===== src/rtl/memory_arbiter_pkg.sv =====
// Shared types for the cache/RAM arbiter: RAM handshake state, arbiter FSM state, bus word.
// Also holds the default burst/starvation limits and a counter-width helper.
package memory_arbiter_pkg;

  typedef logic [31:0] word_t;

  typedef enum logic [1:0] {
    FREE   = 2'd0,
    BUSY   = 2'd1,
    ACCESS = 2'd2,
    ERROR  = 2'd3
  } ramstate_t;

  typedef enum logic [1:0] {
    IDLE   = 2'd0,
    IGRANT = 2'd1,
    DGRANT = 2'd2
  } arb_state_t;

  localparam int unsigned BURST_MAX_DEFAULT    = 2;
  localparam int unsigned STARVE_LIMIT_DEFAULT = 4;

  // Bits needed to count from 0 up to and including maxVal.
  function automatic int unsigned ctrWidth(input int unsigned maxVal);
    return (maxVal < 1) ? 1 : $clog2(maxVal + 1);
  endfunction

endpackage


===== src/rtl/memory_arbiter_if.sv =====
// Bundle of icache, dcache and RAM-side signals around the memory arbiter.
// slave = arbiter view; master = caches plus RAM model view.
interface memory_arbiter_if;
  import memory_arbiter_pkg::*;

  logic      iREN;
  word_t     iaddr;
  logic      iwait;
  word_t     iload;

  logic      dREN;
  logic      dWEN;
  word_t     daddr;
  word_t     dstore;
  logic      dwait;
  word_t     dload;

  logic      ramREN;
  logic      ramWEN;
  word_t     ramaddr;
  word_t     ramstore;
  word_t     ramload;
  ramstate_t ramstate;

  modport slave (
    input  iREN, iaddr, dREN, dWEN, daddr, dstore, ramload, ramstate,
    output iwait, iload, dwait, dload, ramREN, ramWEN, ramaddr, ramstore
  );

  modport master (
    output iREN, iaddr, dREN, dWEN, daddr, dstore, ramload, ramstate,
    input  iwait, iload, dwait, dload, ramREN, ramWEN, ramaddr, ramstore
  );

endinterface


===== src/rtl/arb_starve_counter.sv =====
// Counts consecutive dcache grants taken while the icache was waiting; raises o_forceI at the limit.
// Only compiled when MEMARB_STARVE_GUARD_EN is defined.
`ifdef MEMARB_STARVE_GUARD_EN
module arb_starve_counter
  import memory_arbiter_pkg::*;
#(
  parameter int unsigned STARVE_LIMIT = STARVE_LIMIT_DEFAULT
) (
  input  logic i_clk,
  input  logic i_rst_n,
  input  logic i_dGrant,
  input  logic i_iGrant,
  input  logic i_iReq,
  output logic o_forceI
);

  localparam int unsigned CW = ctrWidth(STARVE_LIMIT);
  localparam logic [CW-1:0] LIMIT = CW'(STARVE_LIMIT);

  logic [CW-1:0] r_count;

  // Any icache service, or the icache no longer waiting, ends the starvation run.
  always_ff @(posedge i_clk or negedge i_rst_n) begin
    if (!i_rst_n) begin
      r_count <= '0;
    end else if (i_iGrant || !i_iReq) begin
      r_count <= '0;
    end else if (i_dGrant && (r_count < LIMIT)) begin
      r_count <= r_count + CW'(1);
    end
  end

  assign o_forceI = (r_count >= LIMIT);

endmodule
`endif


===== src/rtl/memory_arbiter.sv =====
// Arbitrates the single-port RAM between icache and dcache, holding grants across short bursts.
// Define MEMARB_STARVE_GUARD_EN to let a starved icache win after STARVE_LIMIT dcache grants.
module memory_arbiter
  import memory_arbiter_pkg::*;
#(
  parameter int unsigned BURST_MAX = BURST_MAX_DEFAULT
`ifdef MEMARB_STARVE_GUARD_EN
  ,
  parameter int unsigned STARVE_LIMIT = STARVE_LIMIT_DEFAULT
`endif
) (
  input  logic CLK,
  input  logic nRST,
  memory_arbiter_if.slave bus
);

  localparam int unsigned BW = ctrWidth(BURST_MAX);
  localparam logic [BW-1:0] BURST_LIMIT = BW'(BURST_MAX);

  arb_state_t    r_state;
  arb_state_t    w_stateNext;
  logic [BW-1:0] r_burst;
  logic [BW-1:0] w_burstNext;
  logic [BW-1:0] w_burstInc;

  logic  w_iReq;
  logic  w_dReq;
  logic  w_access;
  logic  w_iDone;
  logic  w_dDone;
  logic  w_ownReq;
  logic  w_ownDone;
  logic  w_forceI;

  logic  w_ramREN;
  logic  w_ramWEN;
  word_t w_ramaddr;
  word_t w_ramstore;

  assign w_iReq   = bus.iREN;
  assign w_dReq   = bus.dREN | bus.dWEN;
  assign w_access = (bus.ramstate == ACCESS);
  assign w_iDone  = (r_state == IGRANT) && w_iReq && w_access;
  assign w_dDone  = (r_state == DGRANT) && w_dReq && w_access;

  assign w_ownReq  = ((r_state == IGRANT) && w_iReq) || ((r_state == DGRANT) && w_dReq);
  assign w_ownDone = w_iDone | w_dDone;

`ifdef MEMARB_STARVE_GUARD_EN
  logic w_dGrant;
  logic w_iGrant;

  assign w_dGrant = (r_state == IDLE) && (w_stateNext == DGRANT);
  assign w_iGrant = (r_state == IGRANT);

  arb_starve_counter #(
    .STARVE_LIMIT (STARVE_LIMIT)
  ) u_starve (
    .i_clk    (CLK),
    .i_rst_n  (nRST),
    .i_dGrant (w_dGrant),
    .i_iGrant (w_iGrant),
    .i_iReq   (w_iReq),
    .o_forceI (w_forceI)
  );
`else
  assign w_forceI = 1'b0;
`endif

  always_ff @(posedge CLK or negedge nRST) begin
    if (!nRST) begin
      r_state <= IDLE;
      r_burst <= '0;
    end else begin
      r_state <= w_stateNext;
      r_burst <= w_burstNext;
    end
  end

  // A grant ends when the burst fills or the owner stops asking; BUSY/FREE/ERROR just hold.
  always_comb begin
    w_stateNext = r_state;
    w_burstNext = r_burst;
    w_burstInc  = r_burst + BW'(1);
    unique case (r_state)
      IDLE: begin
        w_burstNext = '0;
        if (w_forceI && w_iReq) begin
          w_stateNext = IGRANT;
        end else if (w_dReq) begin
          w_stateNext = DGRANT;
        end else if (w_iReq) begin
          w_stateNext = IGRANT;
        end
      end
      IGRANT, DGRANT: begin
        if (w_ownDone) begin
          if (w_ownReq && (w_burstInc < BURST_LIMIT)) begin
            w_burstNext = w_burstInc;
          end else begin
            w_stateNext = IDLE;
            w_burstNext = '0;
          end
        end else if (!w_ownReq) begin
          w_stateNext = IDLE;
          w_burstNext = '0;
        end
      end
      default: begin
        w_stateNext = IDLE;
        w_burstNext = '0;
      end
    endcase
  end

  // A simultaneous dcache read and write is treated as the write.
  always_comb begin
    w_ramREN   = 1'b0;
    w_ramWEN   = 1'b0;
    w_ramaddr  = '0;
    w_ramstore = '0;
    unique case (r_state)
      IGRANT: begin
        w_ramaddr = bus.iaddr;
        w_ramREN  = bus.iREN;
      end
      DGRANT: begin
        w_ramaddr  = bus.daddr;
        w_ramstore = bus.dstore;
        w_ramWEN   = bus.dWEN;
        w_ramREN   = bus.dREN & ~bus.dWEN;
      end
      default: begin
        w_ramREN = 1'b0;
      end
    endcase
  end

  assign bus.ramREN   = w_ramREN;
  assign bus.ramWEN   = w_ramWEN;
  assign bus.ramaddr  = w_ramaddr;
  assign bus.ramstore = w_ramstore;

  assign bus.iwait = ~w_iDone;
  assign bus.dwait = ~w_dDone;
  assign bus.iload = w_iDone ? bus.ramload : '0;
  assign bus.dload = w_dDone ? bus.ramload : '0;

endmodule


===== src/flat_wrapper.sv =====
// flat-port wrapper written by rule: the top's interface ports become plain ports
module memory_arbiter_flat import memory_arbiter_pkg::*;
#(
  parameter int unsigned BURST_MAX = BURST_MAX_DEFAULT

)
  (CLK, nRST, bus_iREN, bus_iaddr, bus_dREN, bus_dWEN, bus_daddr, bus_dstore, bus_ramload, bus_ramstate, bus_iwait, bus_iload, bus_dwait, bus_dload, bus_ramREN, bus_ramWEN, bus_ramaddr, bus_ramstore);
  memory_arbiter_if bus_i ();
  input  logic CLK;
  input  logic nRST;
  input wire logic [$bits(bus_i.iREN)-1:0] bus_iREN;
  input wire logic [$bits(bus_i.iaddr)-1:0] bus_iaddr;
  input wire logic [$bits(bus_i.dREN)-1:0] bus_dREN;
  input wire logic [$bits(bus_i.dWEN)-1:0] bus_dWEN;
  input wire logic [$bits(bus_i.daddr)-1:0] bus_daddr;
  input wire logic [$bits(bus_i.dstore)-1:0] bus_dstore;
  input wire logic [$bits(bus_i.ramload)-1:0] bus_ramload;
  input wire logic [$bits(bus_i.ramstate)-1:0] bus_ramstate;
  output wire logic [$bits(bus_i.iwait)-1:0] bus_iwait;
  output wire logic [$bits(bus_i.iload)-1:0] bus_iload;
  output wire logic [$bits(bus_i.dwait)-1:0] bus_dwait;
  output wire logic [$bits(bus_i.dload)-1:0] bus_dload;
  output wire logic [$bits(bus_i.ramREN)-1:0] bus_ramREN;
  output wire logic [$bits(bus_i.ramWEN)-1:0] bus_ramWEN;
  output wire logic [$bits(bus_i.ramaddr)-1:0] bus_ramaddr;
  output wire logic [$bits(bus_i.ramstore)-1:0] bus_ramstore;
  assign bus_i.iREN = bus_iREN;
  assign bus_i.iaddr = bus_iaddr;
  assign bus_i.dREN = bus_dREN;
  assign bus_i.dWEN = bus_dWEN;
  assign bus_i.daddr = bus_daddr;
  assign bus_i.dstore = bus_dstore;
  assign bus_i.ramload = bus_ramload;
  assign bus_i.ramstate = bus_ramstate;
  assign bus_iwait = bus_i.iwait;
  assign bus_iload = bus_i.iload;
  assign bus_dwait = bus_i.dwait;
  assign bus_dload = bus_i.dload;
  assign bus_ramREN = bus_i.ramREN;
  assign bus_ramWEN = bus_i.ramWEN;
  assign bus_ramaddr = bus_i.ramaddr;
  assign bus_ramstore = bus_i.ramstore;
  memory_arbiter #(.BURST_MAX(BURST_MAX)) u_core (.CLK(CLK), .nRST(nRST), .bus(bus_i));
endmodule

===== config.mk =====
export PLATFORM = sky130hd
export DESIGN_NAME = memory_arbiter_flat
export DESIGN_NICKNAME = d
export VERILOG_FILES = /design/src/rtl/memory_arbiter_pkg.sv /design/src/rtl/memory_arbiter_if.sv /design/src/rtl/arb_starve_counter.sv /design/src/rtl/memory_arbiter.sv /design/src/flat_wrapper.sv
export SDC_FILE = /design/constraint.sdc
export NUM_CORES = 1
export LEC_CHECK = 0
export CORE_AREA = 5 5 101 103
export DETAILED_ROUTE_END_ITERATION = 16
export DIE_AREA = 0 0 106 108
export GPL_TIMING_DRIVEN = 0
export MAX_ROUTING_LAYER = met4
export PLACE_DENSITY = 0.73
export SLEW_MARGIN = 25
export SYNTH_ARGS = -nofsm -noshare
export SYNTH_HDL_FRONTEND = slang
export SYNTH_SLANG_ARGS = --single-unit

===== constraint.sdc =====
create_clock -name CLK -period 2.2 [get_ports CLK]
set_clock_uncertainty 0.15 [all_clocks]
set_input_delay 0.33 -clock CLK [delete_from_list [all_inputs] [get_ports CLK]]
set_output_delay 0.33 -clock CLK [all_outputs]
set_load 0.1 [all_outputs]

# Word-level counts from Yosys, hierarchy flattened
# Cells that the tools add are included.
[classes] n_mux=15 eq_ne=6 n_bitwise=6 order_cmp=1 add_sub_neg=1 n_reduce_logical=9
[op_table] operator="2-to-1 mux 32 bit" count=3
[op_table] operator="case mux 32 bit (2 select lines)" count=1
[op_table] operator="2-to-1 mux 2 bit" count=8
[op_table] operator="inequality test 3 bit (second input constant)" count=2
[op_table] operator="logical AND 1 bit" count=5
[op_table] operator="equality test 2 bit (second input constant)" count=2
[op_table] operator="case mux 2 bit (2 select lines)" count=1
[op_table] operator="inequality test 3 x 2 -> 1 bit (second input constant)" count=1
[op_table] operator="NOT 1 bit" count=3
[op_table] operator="AND reduction 3 bit" count=1
[op_table] operator="adder 2 x 1 -> 2 bit (second input constant)" count=1
[op_table] operator="equality test 2 x 1 -> 1 bit (second input constant)" count=1
[op_table] operator="logical NOT 2 bit" count=1
[op_table] operator="< comparator 2 bit (second input constant)" count=1
[op_table] operator="OR 1 bit" count=2
[op_table] operator="case mux 1 bit (2 select lines)" count=1
[op_table] operator="OR reduction 2 bit" count=1
[op_table] operator="bitwise AND 1 bit" count=1
[op_table] operator="logical OR 1 bit" count=1
[op_table] operator="2-to-1 mux 1 bit" count=1
[word_totals] wordCells=40 ff_bits=4 output_inout_bits=132 input_bits=135

# Depth between registers and ports, before layout
# Gate-level depths: netlist (run 1).
[logic_depth] word_depth=7 ltp_mapped=7 ltp_nobuf=5

# Least setup slack after synthesis (run 1)
# Ideal clock, no wire load.
[synth_timing] path_type="flip-flop to output port" startpoint="register u_core.r_state[0]" endpoint="output port bus_ramREN" n_path_buf=2 path_slack_ns=-0.836 arrival_ns=2.556 required_time_ns=1.720 path_stages_with_launch=7 cell_sequence="dfrtp_1 -> inv_1 -> ha_1 -> buf_2 -> buf_2 -> nand3b_1 -> a21boi_1"
[synth_via] elab_chain_cells=2 elab_cells_between_ends=3 cone_classes="eq/ne (2); mux (1)"
[synth_lines] element="start, declared" line_no="memory_arbiter.sv:20" source="arb_state_t r_state;"
[synth_lines] element="start signal, assigned" line_no="memory_arbiter.sv:75" source="r_state <= w_stateNext;"
[synth_lines] element="equality test 2 bit or equality test 2 x 1 -> 1 bit (tied branches)" line_no="memory_arbiter.sv:122" source="unique case (r_state)"
[synth_lines] element="case mux 1 bit (2 select lines) *" line_no="memory_arbiter.sv:122"
[synth_lines] element="end, declared" line_no="flat_wrapper.sv:23" source="output wire logic [$bits(bus_i.ramREN)-1:0] bus_ramREN;"
# Every way passes the cells marked *; elsewhere a longest branch is shown, timed or not.

# Worst setup path after layout (run 1)
[layout_timing] startpoint="register u_core.r_state[0]" endpoint="output port bus_dload[20]"
[layout_via] elab_chain_cells=4
[layout_lines] element="equality test 2 bit" line_no="memory_arbiter.sv:44" source="assign w_dDone = (r_state == DGRANT) && w_dReq && w_access;"
[layout_lines] element="logical AND 1 bit (2 in series)" line_no="memory_arbiter.sv:44"
[layout_lines] element="2-to-1 mux 32 bit" line_no="memory_arbiter.sv:147" source="assign bus.dload = w_dDone ? bus.ramload : '0;"
[layout_lines] element="end, declared" line_no="flat_wrapper.sv:22" source="output wire logic [$bits(bus_i.dload)-1:0] bus_dload;"
# Every way passes these cells.

==> results of run 1 <==
## metal layers
| metal | up-vias | GRT usage [%] | wire length [µm] |
|---|---|---|---|
| met3 | 12 | 3.70 | 1000 |
| met2 | 176 | 35.6 | 6320 |
| met5 | - | - | 0 |
| met1 | 1260 | 17.9 | 3860 |
| met4 | 0 | 3.52 | 198 |
| li1 | 1295 | - | - |
## final cells by class
| class | count | area [µm²] | share of cell area [%] |
|---|---|---|---|
| Antenna cell | 1 | 2.50 | 0.0414 |
| Tap cell | 111 | 139 | 2.30 |
| Clock buffer | 3 | 41.3 | 0.683 |
| Buffer | 20 | 216 | 3.58 |
| Multi-Input combinational cell | 188 | 1760 | 29.2 |
| Timing Repair Buffer | 281 | 3760 | 62.3 |
| Sequential cell | 4 | 100 | 1.66 |
| Inverter | 5 | 18.8 | 0.310 |
## stage by stage
stage	instance area (µm²)	setup TNS (ns)	power [mW]	hold slack (ns)
after floorplan	1840	-0.111	5.90	-0.116
after global placement	4640	-128.26	7.45	0.381
after detailed placement	4640	-132.55	7.52	0.398
after CTS	5340	-2.44	8.04	0.174
after global routing	6050	-5.28	9.31	0.183
final	6050	-0.0855	9.02	0.171
## kinds of logic (layout without fill, tap and decap cells)
group | Yosys count | in the layout | share of synthesized area, %
flip-flops | 4 | 4 | 6.81
AO/OA/AOI/OAI | 42 | 42 | 21.8
adder cells (fa/ha/maj) | 3 | 3 | 2.55
other | 0 | 1 | 0
XOR/XNOR | 1 | 1 | 0.596
buffers and inverters | 26 | 309 | 7.91
AND/OR/NAND/NOR | 142 | 142 | 60.3
## worst max-delay path, cell delays in order (launching register included)
cell and delay, ns:
dfrtp_1 0.41, inv_2 0.13, ha_4 0.19, o21ai_2 0.07, nor2_2 0.10, buf_6 0.16
buf_8 0.13, and2_2 0.17, buf_12 0.17
## cells in the mapped netlist
| cell type | instances |
|---|---|
| a21boi_1 | 1 |
| o22a_1 | 2 |
| nand3b_1 | 1 |
| ha_1 | 3 |
| buf_4 | 3 |
| buf_2 | 5 |
| nand2b_1 | 1 |
| clkbuf_1 | 12 |
| nor2b_1 | 33 |
| a2bb2oi_1 | 1 |
| a22oi_1 | 32 |
| xnor2_1 | 1 |
| o211a_1 | 2 |
| nor2_4 | 1 |
| or3_1 | 1 |
| nor3b_1 | 1 |
| inv_1 | 5 |
| clkbuf_2 | 1 |
| and2_1 | 97 |
| nor3_1 | 3 |
| o21ai_0 | 1 |
| o32ai_1 | 1 |
| dfrtp_1 | 4 |
| and3_1 | 1 |
| o21ai_1 | 1 |
| nor2_2 | 1 |
| nand2_1 | 2 |
| o31ai_1 | 1 |
## report_power, final
| group | internal, mW | total, mW | switching [mW] | leakage [nW] |
|---|---|---|---|---|
| Combinational | 3.21 | 8.75 | 5.55 | 2.48 |
| Sequential | 0.0967 | 0.122 | 0.0248 | 0.0533 |
| Clock | 0.116 | 0.149 | 0.0327 | 0.0216 |
| Total | 3.42 | 9.02 | 5.60 | 2.56 |
## path summary, 6_finish.rpt
| path | start | slack, ns | end | cells after the start |
|---|---|---|---|---|
| setup / recovery | u_core.r_state[0] | -0.02 | bus_dload[20] | 8 |
| hold / removal | nRST | 0.17 | u_core.r_state[1] | 1 |
| setup reg to reg | u_core.r_state[0] | 0.21 | u_core.r_state[1] | 7 |
| hold reg to reg | u_core.r_burst[1] | 0.40 | u_core.r_burst[1] | 1 |
| max in group asynchronous | nRST | 1.57 | u_core.r_burst[0] | 1 |
| min in group CLK | u_core.r_burst[1] | 0.40 | u_core.r_burst[1] | 1 |
## state kept, by name (all words and copies together) (netlist names)
signal / cells
u_core.r_state: 2
u_core.r_burst: 2
## what timing repair did
action / in CTS / in global routing
setup endpoints to repair: 132 / 127
setup buffers: 5 / 6
cloned: 3 / 1
resized for setup: 1055 / 189
pin swaps: 5 / 17
==> flow_summary_export.csv, run 1 <==
group,metric,value,unit
run_status,status,"finished, violations left",
run_status,violations,"negative setup slack",
floorplan,initial_utilization,16.1,%
layout,fill_cells,673,
route,dr.pass1.iters,4,
route,vias_per_cell,4.47,
floorplan,num_io_pins,267,
route,postRouteAntennaNets,0,
synth,yosysUniqueCellTypes,28,
global_route,grt_antenna_before_repair,1,
sta,setup_viol,16,
cts,numCtsBuffers,3,
layout,fin_util,66.4,%
synth,yosys-top-cells-area,"and2_1 41%, a22oi_1 16%, nor2b_1 14%, dfrtp_1 6.8%, clkbuf_1 3.1%",
layout,drive_gt1_share,61.7,%
placed_design,dp_hpwl,8980,µm
synth,ys_warn_count,0,
sta,worst_pin_slew,0.342,ns
worst_setup_path,crit_arrival,1.74,ns
worst_hold_path,hp-class,"in2async",
route,num_vias,2743,
sta,fin_ws,-0.0208,ns
synth,netlist.area_leader.share,41.3,%
route,first_iter_violations,78,
floorplan,die_w,106,µm
placed_design,place.gp.congestion,0.816,
sta,fmax,0.450,GHz
sta,min_period,2.22,ns
layout,syn_to_final_growth,311,%
cts,ctsRootBufferMaster,"clkbuf_8",
sta,finalHoldViolCount,0,
worst_setup_path,crit_type,"reg2out",
placed_design,port_buffers,266,
placed_design,place_ws,-1.20,ns
synth,synth_seq_cells,4,
route,drt-total-wl,11400,µm
synth,synth_area_per_cell,6.74,µm²
floorplan,row_count,35,
pwr,p_leak,2.56,nW
synth,netlist_instances,218,
cts,insertion_delay,0.21,ns
sta,finalCritPeriodShare,101,%
route,drcViolationCount,0,
layout,final_common_cell,"clkdlybuf4s50_1",
pwr,irDropWorstVdd,1.11,mV
synth,yosysTopAreaCell,"and2_1",
global_route,grt_pass1_vias,2878,
floorplan,coreArea,9110,µm²
cts,cts_hold_buf,0,
floorplan,die_y,108,µm
sta,rsz0062_at_grt,"yes",
cts,clock-sinks,4,
layout,final_cells,613,
run,cap_violations,0,
sta,max_slew_margin,77.2,%
cts,htree_levels,1,
floorplan,dieArea,11400,µm²
cts,clk_pin_slew,0.03,ns
layout,nNetsFinal,641,
synth,ys_seq_area_share,6.81,%
worst_setup_path,endpoint_kind,"output pin",
global_route,grt.total_usage,17.8,%
synth,netlist_area,1470,µm²
global_route,grt_max_degree,11,
worst_setup_path,start_kind,"flip-flop",
global_route,globalRoute.totalOverflow,0,
synth,syn_nets,356,
placed_design,place_inst,595,
cts,clockBufferDepth,2,
layout,final_cell_mix,"131 x clkdlybuf4s50_1, 80 x buf_12, 59 x and2_4, 38 x buf_8, 34 x and2_2",
cts,cts_tree,"built",
pwr,power_density,1490,nW/µm²
global_route,grt_pass1_wl,15700,µm
sta,drv_slew,0,
worst_setup_path,crit_required,1.72,ns
route,wl_per_cell,18.6,µm
worst_setup_path,cp_max_fo,10,
(Power assumes the default switching activity.)
==> inputs of run 2 (changes only) <==
Settings changed: SLEW_MARGIN 25 to 20.
==> results of run 2 <==
No change in the layout: final DEF, timing and power equal those of run 1.
==> inputs of run 3 (changes only) <==
Settings changed: MAX_ROUTING_LAYER met4 to default.
==> flow_summary_export.csv, run 3 (synthesis gave the netlist of run 1 again) <==
group,metric,value,unit
cts,cts_hold_buf,0,
cts,clockBufferDepth,2,
route,dr.pass1.iters,4,
layout,final_common_cell,"clkdlybuf4s50_1",
route,wl_met1,3750,µm
layout,multi_input_area,1760,µm²
floorplan,initial_utilization,16.1,%
placed_design,place.gp.congestion,0.805,
route,num_vias,2736,
route,wl_per_cell,18.6,µm
route,drt-total-wl,11400,µm
floorplan,row_count,35,
floorplan,num_io_pins,267,
route,vias_per_cell,4.47,
worst_setup_path,path_cells,"inv_2 -> ha_4 -> buf_6 -> buf_8 -> a22oi_1 -> nor2b_4 -> buf_8",
pwr,power_density,1500,nW/µm²
sta,finalCritPeriodShare,101,%
placed_design,dp_hpwl,8980,µm
sta,drv_slew,0,
worst_hold_path,hp-class,"in2async",
worst_setup_path,r2r_setup_slack,0.24,ns
layout,syn_to_final_growth,311,%
global_route,grt_pass1_wl,15700,µm
worst_setup_path,cp_max_fo,10,
worst_setup_path,reg2reg_depth,7,
cts,insertion_delay,0.21,ns
worst_setup_path,crit_arrival,1.74,ns
layout,fin_util,66.3,%
route,drcViolationCount,0,
cts,ctsRootBufferMaster,"clkbuf_8",
sta,rsz0062_at_grt,"yes",
worst_setup_path,r2r-end,"u_core.r_state[1]",
global_route,grt_antenna_before_repair,1,
layout,reg_top3,"u_core.r_burst x2, u_core.r_state x2",
worst_setup_path,crit_required,1.72,ns
layout,drive_gt1_share,61.4,%
run,cap_violations,0,
worst_setup_path,cp_common_cell,"buf_8",
sta,setup_viol,2,
sta,worst_pin_slew,0.342,ns
route,met2WireLength,6280,µm
worst_setup_path,crit_type,"reg2out",
cts,clock-sinks,4,
layout,seq_area,100,µm²
pwr,irDropWorstVdd,1.15,mV
route,wl_met3,1140,µm
sta,fmax,0.450,GHz
run_status,status,"finished, violations left",
global_route,grt_pass1_vias,2871,
floorplan,dieArea,11400,µm²
worst_setup_path,endpoint_kind,"output pin",
layout,final_cells,612,
sta,finalHoldViolCount,0,
cts,clk_pin_slew,0.03,ns
global_route,grt.total_usage,17.3,%
cts,htree_levels,1,
floorplan,die_w,106,µm
sta,min_period,2.22,ns
layout,final_cell_mix,"131 x clkdlybuf4s50_1, 83 x buf_12, 60 x and2_4, 37 x buf_8, 33 x and2_2",
placed_design,port_buffers,266,
sta,max_slew_margin,77.2,%
floorplan,coreArea,9110,µm²
worst_setup_path,r2r_start,"u_core.r_state[0]",
worst_setup_path,start_kind,"flip-flop",
cts,numCtsBuffers,3,
floorplan,die_y,108,µm
layout,nNetsFinal,640,
cts,cts_tree,"built",
route,postRouteAntennaNets,0,
global_route,grt_max_degree,11,
worst_setup_path,slowest_delay,0.39,ns
placed_design,place_inst,595,
sta,fin_ws,-0.0209,ns
route,highest_layer,"met4",
run_status,violations,"negative setup slack",
layout,fill_cells,668,
worst_setup_path,cpMaxStageDelayCell,"dfrtp_1",
route,first_iter_violations,77,
global_route,globalRoute.totalOverflow,0,
pwr,p_leak,2.55,nW
## run 3: changes by cell type in the layout (fill, tap and decap cells not counted)
| cell | change |
|---|---|
| buf_12 | +3 |
| and2_4 | +1 |
| clkbuf_2 | +1 |
| buf_4 | +3 |
| buf_8 | -1 |
| and2_2 | -1 |
| buf_6 | -6 |
| a22oi_1 | +1 |
| buf_2 | -1 |
| a22oi_2 | -1 |
## run 3: stage by stage
| stage | power, mW | TNS [ns] | cell area [µm²] | setup WS [ns] | hold WS, ns |
|---|---|---|---|---|---|
| final | 9.07 | -0.0222 | 6040 | -0.0209 | 0.171 |
| after global routing | 9.36 | -3.70 | 6040 | -0.101 | 0.183 |
| after CTS | 8.04 | -2.44 | 5340 | -0.0528 | 0.174 |
| after detailed placement | 7.52 | -132.55 | 4640 | -1.20 | 0.398 |
| after global placement | 7.45 | -128.26 | 4640 | -1.13 | 0.381 |
| after floorplan | 5.90 | -0.111 | 1840 | -0.0297 | -0.116 |
## run 3: final cells by class
type / count / share of cell area (%)
Tap cell: 111 / 2.30
Multi-Input combinational cell: 188 / 29.1
Inverter: 5 / 0.311
Antenna cell: 1 / 0.0414
Timing Repair Buffer: 280 / 62.3
Clock buffer: 3 / 0.683
Buffer: 20 / 3.58
Sequential cell: 4 / 1.66
## run 3: worst max-delay path by stage
stage,to,cells after the start,startpoint,slack (ns)
3_3_place_gp,bus_iload[9],6,bus_iREN,-1.13
5_1_grt,bus_ramaddr[18],7,u_core.r_state[0],-0.10
4_1_cts,bus_iload[27],9,u_core.r_state[1],-0.05
6_report,bus_ramaddr[13],7,u_core.r_state[0],-0.02
3_5_place_dp,bus_iload[8],6,bus_iREN,-1.20
2_1_floorplan,bus_iload[0],6,u_core.r_state[1],-0.03
## run 3: timing repair
action | CTS | global route
setup buffers | 5 | 5
pin swaps | 5 | 18
endpoints found under the hold margin | 0 | 0
cloned | 3 | 1
resized for setup | 1055 | 189
setup endpoints to repair | 132 | 127
## run 3: where the power goes
| group | switching, mW | leakage [nW] | total (mW) | internal [mW] |
|---|---|---|---|---|
| sequential | 0.0243 | 0.0533 | 0.121 | 0.0967 |
| combinational | 5.55 | 2.48 | 8.80 | 3.25 |
| clock | 0.0328 | 0.0216 | 0.149 | 0.116 |
## run 3: layer usage
metal / vias up / GRT usage [%]
li1: 1291 / -
met1: 1251 / 16.5
met2: 180 / 35.7
met3: 14 / 5.67
met4: 0 / 3.52
met5: - / 0
## run 3: critical path: cells and delay by family (launching register included)
family | cells | cell delay, ns
compound gates | 1 | 0.32
fa+ha+maj | 1 | 0.19
buf+inv | 4 | 0.54
flops | 1 | 0.39
simple gates | 1 | 0.07
